[config.mk]
export PLATFORM = sky130hd
export DESIGN_NAME = or16_rr_arbiter
export DESIGN_NICKNAME = d
export VERILOG_FILES = /design/src/rtl/or16_rr_arbiter.sv
export SDC_FILE = /design/constraint.sdc
export NUM_CORES = 1
export LEC_CHECK = 0
export BUFFER_PORTS_ARGS = -buffer_cell sky130_fd_sc_hd__buf_4
export CORE_MARGIN = 1
export CORE_UTILIZATION = 44
export CTS_BUF_LIST = sky130_fd_sc_hd__clkbuf_4 sky130_fd_sc_hd__clkbuf_8 sky130_fd_sc_hd__clkbuf_16
export CTS_CLUSTER_DIAMETER = 40
export DETAILED_ROUTE_END_ITERATION = 7
export GPL_TIMING_DRIVEN = 0
export PLACE_DENSITY = 0.8
export SLEW_MARGIN = 20
export SYNTH_ARGS = -nofsm -noshare
export SYNTH_HDL_FRONTEND = slang
export SYNTH_SLANG_ARGS = --single-unit
[constraint.sdc]
create_clock -name i_clk -period 3.6 [get_ports i_clk]
set_input_delay 1.08 -clock i_clk [delete_from_list [all_inputs] [get_ports i_clk]]
set_output_delay 1.08 -clock i_clk [all_outputs]
set_load 0.02 [all_outputs]
[src/rtl/or16_rr_arbiter.sv]
// Round-robin arbiter sharing one 16-bit OR-reduction among N_REQ requesters.
// One-entry registered result stage with valid/ready handshakes on both sides.
module or16_rr_arbiter #(
    parameter  int N_REQ = 4,
    localparam int IDW   = (N_REQ > 1) ? $clog2(N_REQ) : 1
) (
    input  logic                  i_clk,
    input  logic                  i_reset,
    input  logic [N_REQ-1:0]      i_req_valid,
    input  logic [16*N_REQ-1:0]   i_req_data,
    output logic [N_REQ-1:0]      o_req_ready,
    output logic                  o_rsp_valid,
    output logic [IDW-1:0]        o_rsp_id,
    output logic                  o_rsp_or,
    input  logic                  i_rsp_ready
);

    typedef enum logic {S_EMPTY = 1'b0, S_FULL = 1'b1} state_t;

    state_t           r_state;
    state_t           w_state_nxt;
    logic [IDW-1:0]   r_ptr;
    logic [IDW-1:0]   r_id;
    logic [15:0]      r_word;

    logic             w_accept_en;
    logic [N_REQ-1:0] w_rot;
    logic             w_grant_vld;
    logic [IDW-1:0]   w_grant_id;
    logic             w_hs;
    logic [15:0]      w_word;
    logic [IDW-1:0]   w_ptr_nxt;

    function automatic logic or_16_way(input logic [15:0] word);
        return |word;
    endfunction

    // No acceptance while reset is asserted so nothing is granted on that edge.
    assign w_accept_en = ~i_reset & ((r_state == S_EMPTY) | i_rsp_ready);

    // Rotate so bit 0 is the requester at ptr; lowest rotated index wins.
    assign w_rot = N_REQ'({i_req_valid, i_req_valid} >> r_ptr);

    always_comb begin
        int sum;
        sum         = 0;
        w_grant_vld = 1'b0;
        w_grant_id  = '0;
        for (int i = N_REQ - 1; i >= 0; i--) begin
            if (w_rot[i]) begin
                sum = int'(r_ptr) + i;
                if (sum >= N_REQ) sum = sum - N_REQ;
                w_grant_vld = 1'b1;
                w_grant_id  = IDW'(sum);
            end
        end
    end

    assign w_hs        = w_accept_en & w_grant_vld;
    assign o_req_ready = w_hs ? (N_REQ'(1) << w_grant_id) : '0;
    assign w_ptr_nxt   = (w_grant_id == IDW'(N_REQ - 1)) ? '0 : w_grant_id + IDW'(1);

    always_comb begin
        w_word = '0;
        for (int i = 0; i < N_REQ; i++) begin
            if (w_grant_id == IDW'(i)) w_word = i_req_data[16*i +: 16];
        end
    end

    always_comb begin
        w_state_nxt = r_state;
        case (r_state)
            S_EMPTY: if (w_hs) w_state_nxt = S_FULL;
            S_FULL:  if (i_rsp_ready && !w_hs) w_state_nxt = S_EMPTY;
            default: w_state_nxt = S_EMPTY;
        endcase
    end

    always_ff @(posedge i_clk) begin
        if (i_reset) begin
            r_state <= S_EMPTY;
            r_ptr   <= '0;
            r_id    <= '0;
            r_word  <= '0;
        end else begin
            r_state <= w_state_nxt;
            if (w_hs) begin
                r_ptr  <= w_ptr_nxt;
                r_id   <= w_grant_id;
                r_word <= w_word;
            end
        end
    end

    assign o_rsp_valid = (r_state == S_FULL);
    assign o_rsp_id    = r_id;
    assign o_rsp_or    = or_16_way(r_word);

endmodule

==> results.toml, run 1 <==
[outcome]
status = "finished clean"

[synthesis]
ys_top_cells_by_area = "dfxtp_1, a211o_1, a221oi_1"
synth_area_per_cell_um2 = 8.02
synth.distinct_cells = 33
synth_edf_count = 0
syn_inst = 177
yosys_warnings = 0
synthesis.nets = 252
ys_async_sr_fraction = 0
ys_seq_elements = 21
synthTopCellsByCount = "a21oi_1, dfxtp_1, nand2_1"
synth_top_cell_by_area = "dfxtp_1"
synth_flop_cell = "dfxtp_1"
syn_area_um2 = 1420
yosysMostFrequentCell = "a21oi_1"
synth_top_area_frac = 0.296
ys_seq_area_frac = 0.296

[placement]
place.gp.congestion = 0.818
dp_hpwl_mm = 3.27
port_buffers = 78
pre_cts_slack_ns = -0.413

[routing]
wire_per_inst_um = 13.3
ant_nets = 0
drt_iter0_markers = 94
first_pass_iters = 4
viasPerCell = 5.26
route.detailed.drc = 0
vias = 1610
drt_wl_total_mm = 4.06

[floorplan]
die_h_um = 58.8
row_count = 20
die-area_um2 = 3460
core_um2 = 3050
start_util = 0.465
ios = 79
die_w_um = 58.8

[layout]
diodes = 0
ff_latch_area_um2 = 420
nFillCells = 279
multi_input_area_um2 = 818
syn2layout_area_growth_pct = 50.0
num-nets-final = 338
layout-drive-gt1-share = 0.416

[sta]
rsz0062_at_grt = "yes"
timing.max_slew.rel_slack = 0.713
clock.fmax_mhz = 281
finalSetupViolations = 0
tns_ns = 0
fin_skew_ns = 0.00612
period_share = 0.987
tightest_slew_ns = 0.431
worst_slack_ns = 0.0467
finalHoldWorstSlack_ns = 0.468
drv_slew = 0
fin_crit_ns = 3.55
hold_viol_final = 0

[worst_setup_path]
cp_cell_sequence = "buf_4 > mux2i_1 > nor2_1 > a311oi_2 > buf_4 > ha_2 > buf_4 > and2_1 > buf_4"
cp_common_cell = "buf_4"
worstSetupPathType = "input port to output port"
slowest_delay_ns = 0.25
path_max_fanout = 10
crit_buf_inv = 4
cp_top_family = "buffers and inverters"
startpoint_type = "input port"
cp.arrival_ns = 2.47
worstPathRequired_ns = 2.52
crit_path_end_kind = "output port"
slowest_stage = "ha_2"

[cts]
cts_root_buf = "clkbuf_4"
cts_buffers = 3
cts_tree = "built"
htreeDepth = 1
hold_buffers = 0
clk_path_buf_depth = 2
cts_sinks = 21
clk_pin_slew_worst_paths_ns = 0.11
insertion_delay_ns = 0.30

[global_route]
grt_pass1_wl_mm = 6.63
overflow = 0
grt_use_total = 0.247
grt_max_degree = 16
grt_pass1_vias = 1520
antenna_found_initial = 0

[pwr]
power_uw = 797
power_leakage_nw = 0.994
pwr-share-seq = 0.372
clockPowerShare = 0.140
internal_power_uw = 521
switching_share = 0.347
p_per_area_nw_per_um2 = 374
ir_drop_mv = 0.202
comb_power_share = 0.489
power_switching_uw = 277

[job]
max_cap_viol_count = 0

[min_path]
min_path_type = "flip-flop to flip-flop"
[stage by stage]
stage          area, um2   util  std cells
2_1_floorplan       1420      -        177
3_3_place_gp        2060  0.675        299
3_5_place_dp        2060  0.675        299
4_1_cts             2100  0.689        303
5_1_grt             2130  0.698        306
6_report            2130  0.698        306
[cells by family after synthesis]
family                     share of synthesized area
AOI/OAI and AO/OA                              0.375
and+or+nand+nor                                0.150
adders and majority gates                     0.0352
muxes                                         0.0141
buffers and inverters                          0.130
DFF                                            0.296
[worst reg2reg max path, delay by kind of cell (launching register included)]
kind / cells / cell delay [ns]
compound gates: 5 / 0.77
fa+ha+maj: 1 / 0.20
simple gates: 2 / 0.35
buf+inv: 4 / 0.61
flops: 1 / 0.38
[sequential cells by signal, summed over array words and instances, names as in the netlist]
register     flops
r_ptr            2
o_rsp_id         2
o_rsp_valid      1
r_word          16
[timing repair]
action                                  in CTS  in global routing
pin swaps                                    1                  0
setup buffers                                2                  3
endpoints found under the setup margin       4                  3
resized for setup                            2                  4
[per-layer routing]
metal | vias up | track usage | wire [um] | part of all wire
met5 | - | 0 | 0 | 0
met4 | 0 | 0.0102 | 0 | 0
met3 | 0 | 0.0549 | 222 | 0.055
met2 | 55 | 0.458 | 2120 | 0.52
met1 | 730 | 0.304 | 1720 | 0.42
li1 | 825 | - | - | -
[placed cells by master (no fill, tap or decap), types with 6 or more instances in the layout]
cell and n:
buf_4 84, a21oi_1 24, dfxtp_1 21, nand2_1 19
a221oi_1 15, a211o_1 15, a31oi_1 15, inv_1 9
clkinv_1 7, buf_2 6
[final cells by class]
type,count,share of cell area
Timing Repair Buffer,83,0.292
Clock buffer,3,0.0106
Buffer,14,0.0487
Multi-Input combinational cell,119,0.384
Clock inverter,1,0.00235
Tap cell,44,0.0258
Sequential cell,21,0.197
Inverter,21,0.0388
[power by group through the flow]
stage               Combinational (mW)  Clock, mW  Sequential [mW]
CTS                              0.376      0.115            0.296
detailed placement               0.370          0            0.301
floorplan                        0.236          0            0.301
finish                           0.390      0.111            0.297
global placement                 0.366          0            0.300
global route                     0.428      0.127            0.300
[final timing paths]
kind	slack, ns	depth (start not counted)	from	to
min	0.47	2	o_rsp_id[1]	o_rsp_id[1]
max	0.05	9	i_req_valid[2]	o_req_ready[3]
max reg2reg	1.22	12	r_ptr[1]	r_word[10]
min reg2reg	0.47	2	o_rsp_id[1]	o_rsp_id[1]
No activity file was read; power rests on OpenSTA's default activity.
==> inputs of run 2 (changes only) <==
--- a/config.mk
+++ b/config.mk
@@ -7,12 +7,12 @@
 export LEC_CHECK = 0
 export BUFFER_PORTS_ARGS = -buffer_cell sky130_fd_sc_hd__buf_4
 export CORE_MARGIN = 1
-export CORE_UTILIZATION = 44
+export CORE_UTILIZATION = 48
 export CTS_BUF_LIST = sky130_fd_sc_hd__clkbuf_4 sky130_fd_sc_hd__clkbuf_8 sky130_fd_sc_hd__clkbuf_16
 export CTS_CLUSTER_DIAMETER = 40
 export DETAILED_ROUTE_END_ITERATION = 7
 export GPL_TIMING_DRIVEN = 0
-export PLACE_DENSITY = 0.8
+export PLACE_DENSITY = 0.86
 export SLEW_MARGIN = 20
 export SYNTH_ARGS = -nofsm -noshare
 export SYNTH_HDL_FRONTEND = slang
==> constraint.sdc (replaced) <==
create_clock -name i_clk -period 4.54 [get_ports i_clk]
set_input_delay 1.362 -clock i_clk [delete_from_list [all_inputs] [get_ports i_clk]]
set_output_delay 1.362 -clock i_clk [all_outputs]
set_load 0.02 [all_outputs]
==> run 2 against run 1 <==
Sequential cell count unchanged. Global-route usage up 1.4 points. Non-clock buffer count down 2.
==> results.toml, run 2 (synthesized netlist as in run 1, its figures left out) <==
[outcome]
status = "finished clean"

[cts]
htreeDepth = 1
insertion_delay_ns = 0.30
cts_buffers = 3
cts_sinks = 21
cts_root_buf = "clkbuf_4"
clk_path_buf_depth = 2
cts_tree = "built"
clk_pin_slew_worst_paths_ns = 0.11

[sta]
timing.max_slew.rel_slack = 0.693
fin_skew_ns = 0.00578
tns_ns = 0
finalSetupViolations = 0
drv_slew = 0
tightest_slew_ns = 0.460
period_share = 0.973
rsz0062_at_grt = "no"
fin_crit_ns = 4.42
hold_viol_final = 0
clock.fmax_mhz = 226

[placement]
dp_cells = 286
port_buffers = 78
place.gp.congestion = 0.888
dp_hpwl_mm = 3.31

[floorplan]
core_um2 = 2780
row_count = 19
die-area_um2 = 3180
die_h_um = 56.4
start_util = 0.511
die_w_um = 56.4
ios = 79

[routing]
vias = 1668
highest_layer = "met4"
wl_met2_mm = 2.04
first_pass_iters = 4
viasPerCell = 5.73
wire_per_inst_um = 14.2
met1Wirelength_mm = 1.71
drt_iter0_markers = 75
ant_nets = 0
wl_met3_um = 302
route.detailed.drc = 0
drt_wl_total_mm = 4.12

[layout]
diodes = 0
layout-drive-gt1-share = 0.400
final_common_cell = "buf_4"
syn2layout_area_growth_pct = 47.5
final_cells = 291
num-nets-final = 336
largest-register = "r_word"
final_cell_mix = "buf_4, a21oi_1, dfxtp_1"
largest_register_ffs = 16

[job]
max_cap_viol_count = 0

[pwr]
power_leakage_nw = 0.978
power_uw = 626
p_per_area_nw_per_um2 = 299
ir_drop_mv = 0.278

[global_route]
overflow = 0
grt_use_total = 0.260
grt_pass1_wl_mm = 6.51
grt_max_degree = 13
antenna_found_initial = 0
grt_pass1_vias = 1529

[worst_setup_path]
cp.arrival_ns = 3.06
path_max_fanout = 10
crit_path_end_kind = "output port"
crit_buf_inv = 5
cp.depth = 10
slowest_delay_ns = 0.31
cp_common_cell = "buf_4"
cp_top_family = "buffers and inverters"
reg2reg_depth = 9
startpoint_type = "input port"
worstSetupPathType = "input port to output port"
slowest_stage = "a311oi_4"
cp_cell_sequence = "buf_4 > mux2i_1 > nor2_1 > a311oi_4 > inv_1 > ha_1 > buf_2 > clkbuf_1 > and2_1 > buf_4"
worstPathRequired_ns = 3.18

[min_path]
whs_path_depth = 2
min_path_type = "flip-flop to flip-flop"
## run 2: final timing paths
| path | from | end | slack, ns |
|---|---|---|---|
| min | o_rsp_id[1] | o_rsp_id[1] | 0.46 |
| max | i_req_valid[0] | o_req_ready[2] | 0.12 |
| min reg2reg | o_rsp_id[1] | o_rsp_id[1] | 0.46 |
| max reg2reg | r_ptr[1] | r_word[14] | 2.15 |
## run 2: metrics by stage
stage | cell area, um2 | hold WS, ns | util | setup slack, ns
after global placement | 2040 | 0.443 | 0.735 | -0.162
after floorplan | 1420 | 0.485 | - | 0.344
after global routing | 2090 | 0.500 | 0.753 | 0.0392
after CTS | 2080 | 0.468 | 0.749 | 0.0172
final | 2090 | 0.465 | 0.753 | 0.122
after detailed placement | 2040 | 0.452 | 0.735 | -0.187
## run 2: final cells by class
type,count,area (um2)
clock inverters,1,5.00
multi-input cells,119,827
clock buffers,3,22.5
repair buffers,79,593
well taps,31,38.8
fillers,237,687
plain buffers,16,105
flip-flops and latches,21,420
inverters,21,82.6
## run 2: timing repair
item                       in CTS  in global routing
gates cloned                    0                  0
pin swaps                       0                  1
resized for setup               2                  2
setup endpoints to repair       2                  2
setup buffers                   0                  1
hold buffers                    0                  0
## run 2: where the power goes
part	total (mW)	switching (mW)	internal, mW	leakage (nW)
Clock	0.0890	0.0561	0.0329	0.0177
Combinational	0.301	0.147	0.155	0.784
Sequential	0.235	0.0190	0.216	0.176
Total	0.626	0.222	0.404	0.978
## run 2: worst register-to-register path, stage by stage (launching register included)
cell	delay (ns)
dfxtp_1	0.49
mux2i_1	0.22
nor2_1	0.09
a311oi_4	0.31
ha_1	0.20
clkbuf_1	0.23
clkbuf_1	0.40
a21oi_1	0.08
a22oi_1	0.19
a21oi_1	0.09
## run 2: metal layers
metal,track usage,vias up
li1,-,822
met1,0.301,751
met3,0.0691,10
met2,0.478,85
met5,0,-
met4,0.0557,0
==> inputs of run 3 (changes only) <==
--- a/config.mk
+++ b/config.mk
@@ -5,6 +5,7 @@
 export SDC_FILE = /design/constraint.sdc
 export NUM_CORES = 1
 export LEC_CHECK = 0
+export ABC_AREA = 1
 export BUFFER_PORTS_ARGS = -buffer_cell sky130_fd_sc_hd__buf_4
 export CORE_MARGIN = 1
 export CORE_UTILIZATION = 48
@@ -12,7 +13,7 @@
 export CTS_CLUSTER_DIAMETER = 40
 export DETAILED_ROUTE_END_ITERATION = 7
 export GPL_TIMING_DRIVEN = 0
-export PLACE_DENSITY = 0.86
+export PLACE_DENSITY = 0.85
 export SLEW_MARGIN = 20
 export SYNTH_ARGS = -nofsm -noshare
 export SYNTH_HDL_FRONTEND = slang
==> constraint.sdc (replaced) <==
create_clock -name i_clk -period 5.1 [get_ports i_clk]
set_input_delay 1.53 -clock i_clk [delete_from_list [all_inputs] [get_ports i_clk]]
set_output_delay 1.53 -clock i_clk [all_outputs]
set_load 0.02 [all_outputs]
==> run 3 against run 2 <==
The run now ends with design-rule violations left. Synthesized cell count increased by 29%. Cell area increased by 3.4%. Count of clock-buffer cells in the layout increased by 1. Critical path type unchanged. Die area increased by 5.2%. Cell count increased by 18%. First-iteration DRC count increased by 73%. Power increased by 62%. Hold slack improved by 0.0021 ns. Critical endpoint is now o_req_ready[3].
==> results.toml, run 3 <==
[outcome]
status = "finished, violations left"
violations = "design-rule violations"

[global_route]
overflow = 0
grt_max_degree = 12
grt_pass1_vias = 1698
grt_pass1_wl_mm = 7.09
grt_use_total = 0.267
antenna_found_initial = 0

[cts]
htreeDepth = 1
clk_pin_slew_worst_paths_ns = 0.11
cts_buffers = 3
hold_buffers = 0
cts_tree = "built"
clk_path_buf_depth = 2
insertion_delay_ns = 0.31
cts_root_buf = "clkbuf_4"
cts_sinks = 21

[routing]
drt_wl_total_mm = 4.31
viasPerCell = 5.33
drt_iter0_markers = 130
vias = 1827
first_pass_iters = 6
ant_nets = 0
route.detailed.drc = 3
wire_per_inst_um = 12.6

[worst_setup_path]
worstSetupPathType = "input port to output port"
path_max_fanout = 8
startpoint_type = "input port"
worstPathRequired_ns = 3.57
cp.arrival_ns = 3.35
reg2reg_depth = 15
crit_path_end_kind = "output port"

[synthesis]
synth_top_cell_by_area = "dfxtp_1"
synth_area_per_cell_um2 = 6.53
synthesis.nets = 304
syn_area_um2 = 1500
synthTopCellsByCount = "o21ai_0, nand2_1, nand3_1, nor2_1, dfxtp_1"
synth.distinct_cells = 26
synth_flop_cell = "dfxtp_1"
ys_seq_elements = 21
ys_top_cells_by_area = "dfxtp_1, o21ai_0, nand2_1"
ys_async_sr_fraction = 0
yosysMostFrequentCell = "o21ai_0"
syn_inst = 229
synth_top_area_frac = 0.281
synth_edf_count = 0
ys_seq_area_frac = 0.281
yosys_warnings = 0

[layout]
multi_input_area_um2 = 918
syn2layout_area_growth_pct = 44.7
final_common_cell = "buf_4"
num-nets-final = 388
largest_register_ffs = 16
layout-drive-gt1-share = 0.327
largest-register = "r_word"
diodes = 0
ff_latch_area_um2 = 420
final_cell_mix = "buf_4, o21ai_0, nand2_1"
nFillCells = 265

[sta]
hold_viol_final = 0
period_share = 0.957
timing.max_slew.rel_slack = 0.717
drv_slew = 0
worst_slack_ns = 0.218
fin_skew_ns = 0.00425
tns_ns = 0
fin_crit_ns = 4.88
clock.fmax_mhz = 205
tightest_slew_ns = 0.424
rsz0062_at_grt = "no"
finalSetupViolations = 0

[min_path]
min_path_type = "flip-flop to flip-flop"
whs_path_depth = 2

[placement]
pre_cts_slack_ns = 0.0575
place.gp.congestion = 0.865
dp_hpwl_mm = 3.59
port_buffers = 78

[job]
max_cap_viol_count = 0

[floorplan]
ios = 79
die_w_um = 57.8
core_um2 = 2850
start_util = 0.525
die-area_um2 = 3340
row_count = 19
die_h_um = 57.8

[pwr]
clockPowerShare = 0.084
ir_drop_mv = 0.272
switching_share = 0.471
internal_power_uw = 537
power_leakage_nw = 1.03
pwr-share-seq = 0.270
comb_power_share = 0.646
p_per_area_nw_per_um2 = 468
power_switching_uw = 477
==> run 3: cell count changes in the layout (fill, tap and decap cells not counted), moves of 18 or more <==
| cell | delta |
|---|---|
| a21oi_1 | -22 |
| nand2_1 | +18 |
| nand3_1 | +25 |
| nor2_1 | +20 |
| o21ai_0 | +41 |
==> run 3: metal layers <==
layer	part of all wire	global-route usage	up-vias
met5	0	0	-
met4	0.013	0.0816	0
met3	0.069	0.0469	5
met2	0.47	0.452	65
met1	0.45	0.347	807
li1	-	-	950
==> run 3: worst paths after layout <==
path	startpoint	end	slack (ns)
min	o_rsp_id[0]	o_rsp_id[0]	0.47
max	i_req_valid[1]	o_req_ready[3]	0.22
max reg2reg	r_ptr[0]	r_word[11]	2.58
min reg2reg	o_rsp_id[0]	o_rsp_id[0]	0.47
==> run 3: final cells by class <==
class,instances,area share
clock buffer,4,0.0139
timing repair buffer,80,0.277
inverter,18,0.0352
multi-input combinational,175,0.424
sequential,21,0.194
buffer,14,0.0376
tap,31,0.0179
==> run 3: what timing repair did <==
action                     4_1_cts  5_1_grt
setup endpoints to repair        0        1
gates resized for setup          0        1
buffers inserted                 0        2
==> run 3: per-stage QoR <==
stage          power [mW]  hold slack [ns]  instance area [um2]   util  std cells
6_report             1.01            0.467                 2170  0.759        343
5_1_grt              1.12            0.516                 2170  0.759        343
4_1_cts             0.995            0.470                 2150  0.754        342
3_5_place_dp        0.913            0.453                 2120  0.743        338
3_3_place_gp        0.901            0.449                 2120  0.743        338
2_1_floorplan       0.725            0.450                 1500      -        229
==> run 3: kinds of logic after synthesis <==
kind of cell | count (synthesis) | share of synthesized area
XOR/XNOR | 1 | 0.00585
flip-flops | 21 | 0.281
buffers and inverters | 33 | 0.105
adder cells (fa/ha/maj) | 4 | 0.0334
AO/OA/AOI/OAI | 73 | 0.276
AND/OR/NAND/NOR | 97 | 0.298
==> run 3: worst max-delay path, cell delays in order <==
cell and delay (ns):
buf_4 0.12, inv_1 0.07, nand2_1 0.08, nand3_1 0.12
nand2_1 0.06, inv_1 0.06, nand3_1 0.07, nand2_1 0.17
ha_1 0.18, clkbuf_1 0.32, clkinvlp_4 0.26, nor2_1 0.15
buf_4 0.15
==> run 3: power by group through the flow <==
stage	clock network, mW	registers (mW)	logic (mW)
final	0.0852	0.273	0.655
after global placement	0	0.273	0.628
after CTS	0.0844	0.272	0.638
after floorplan	0	0.274	0.451
after global routing	0.0945	0.278	0.749
after detailed placement	0	0.276	0.637
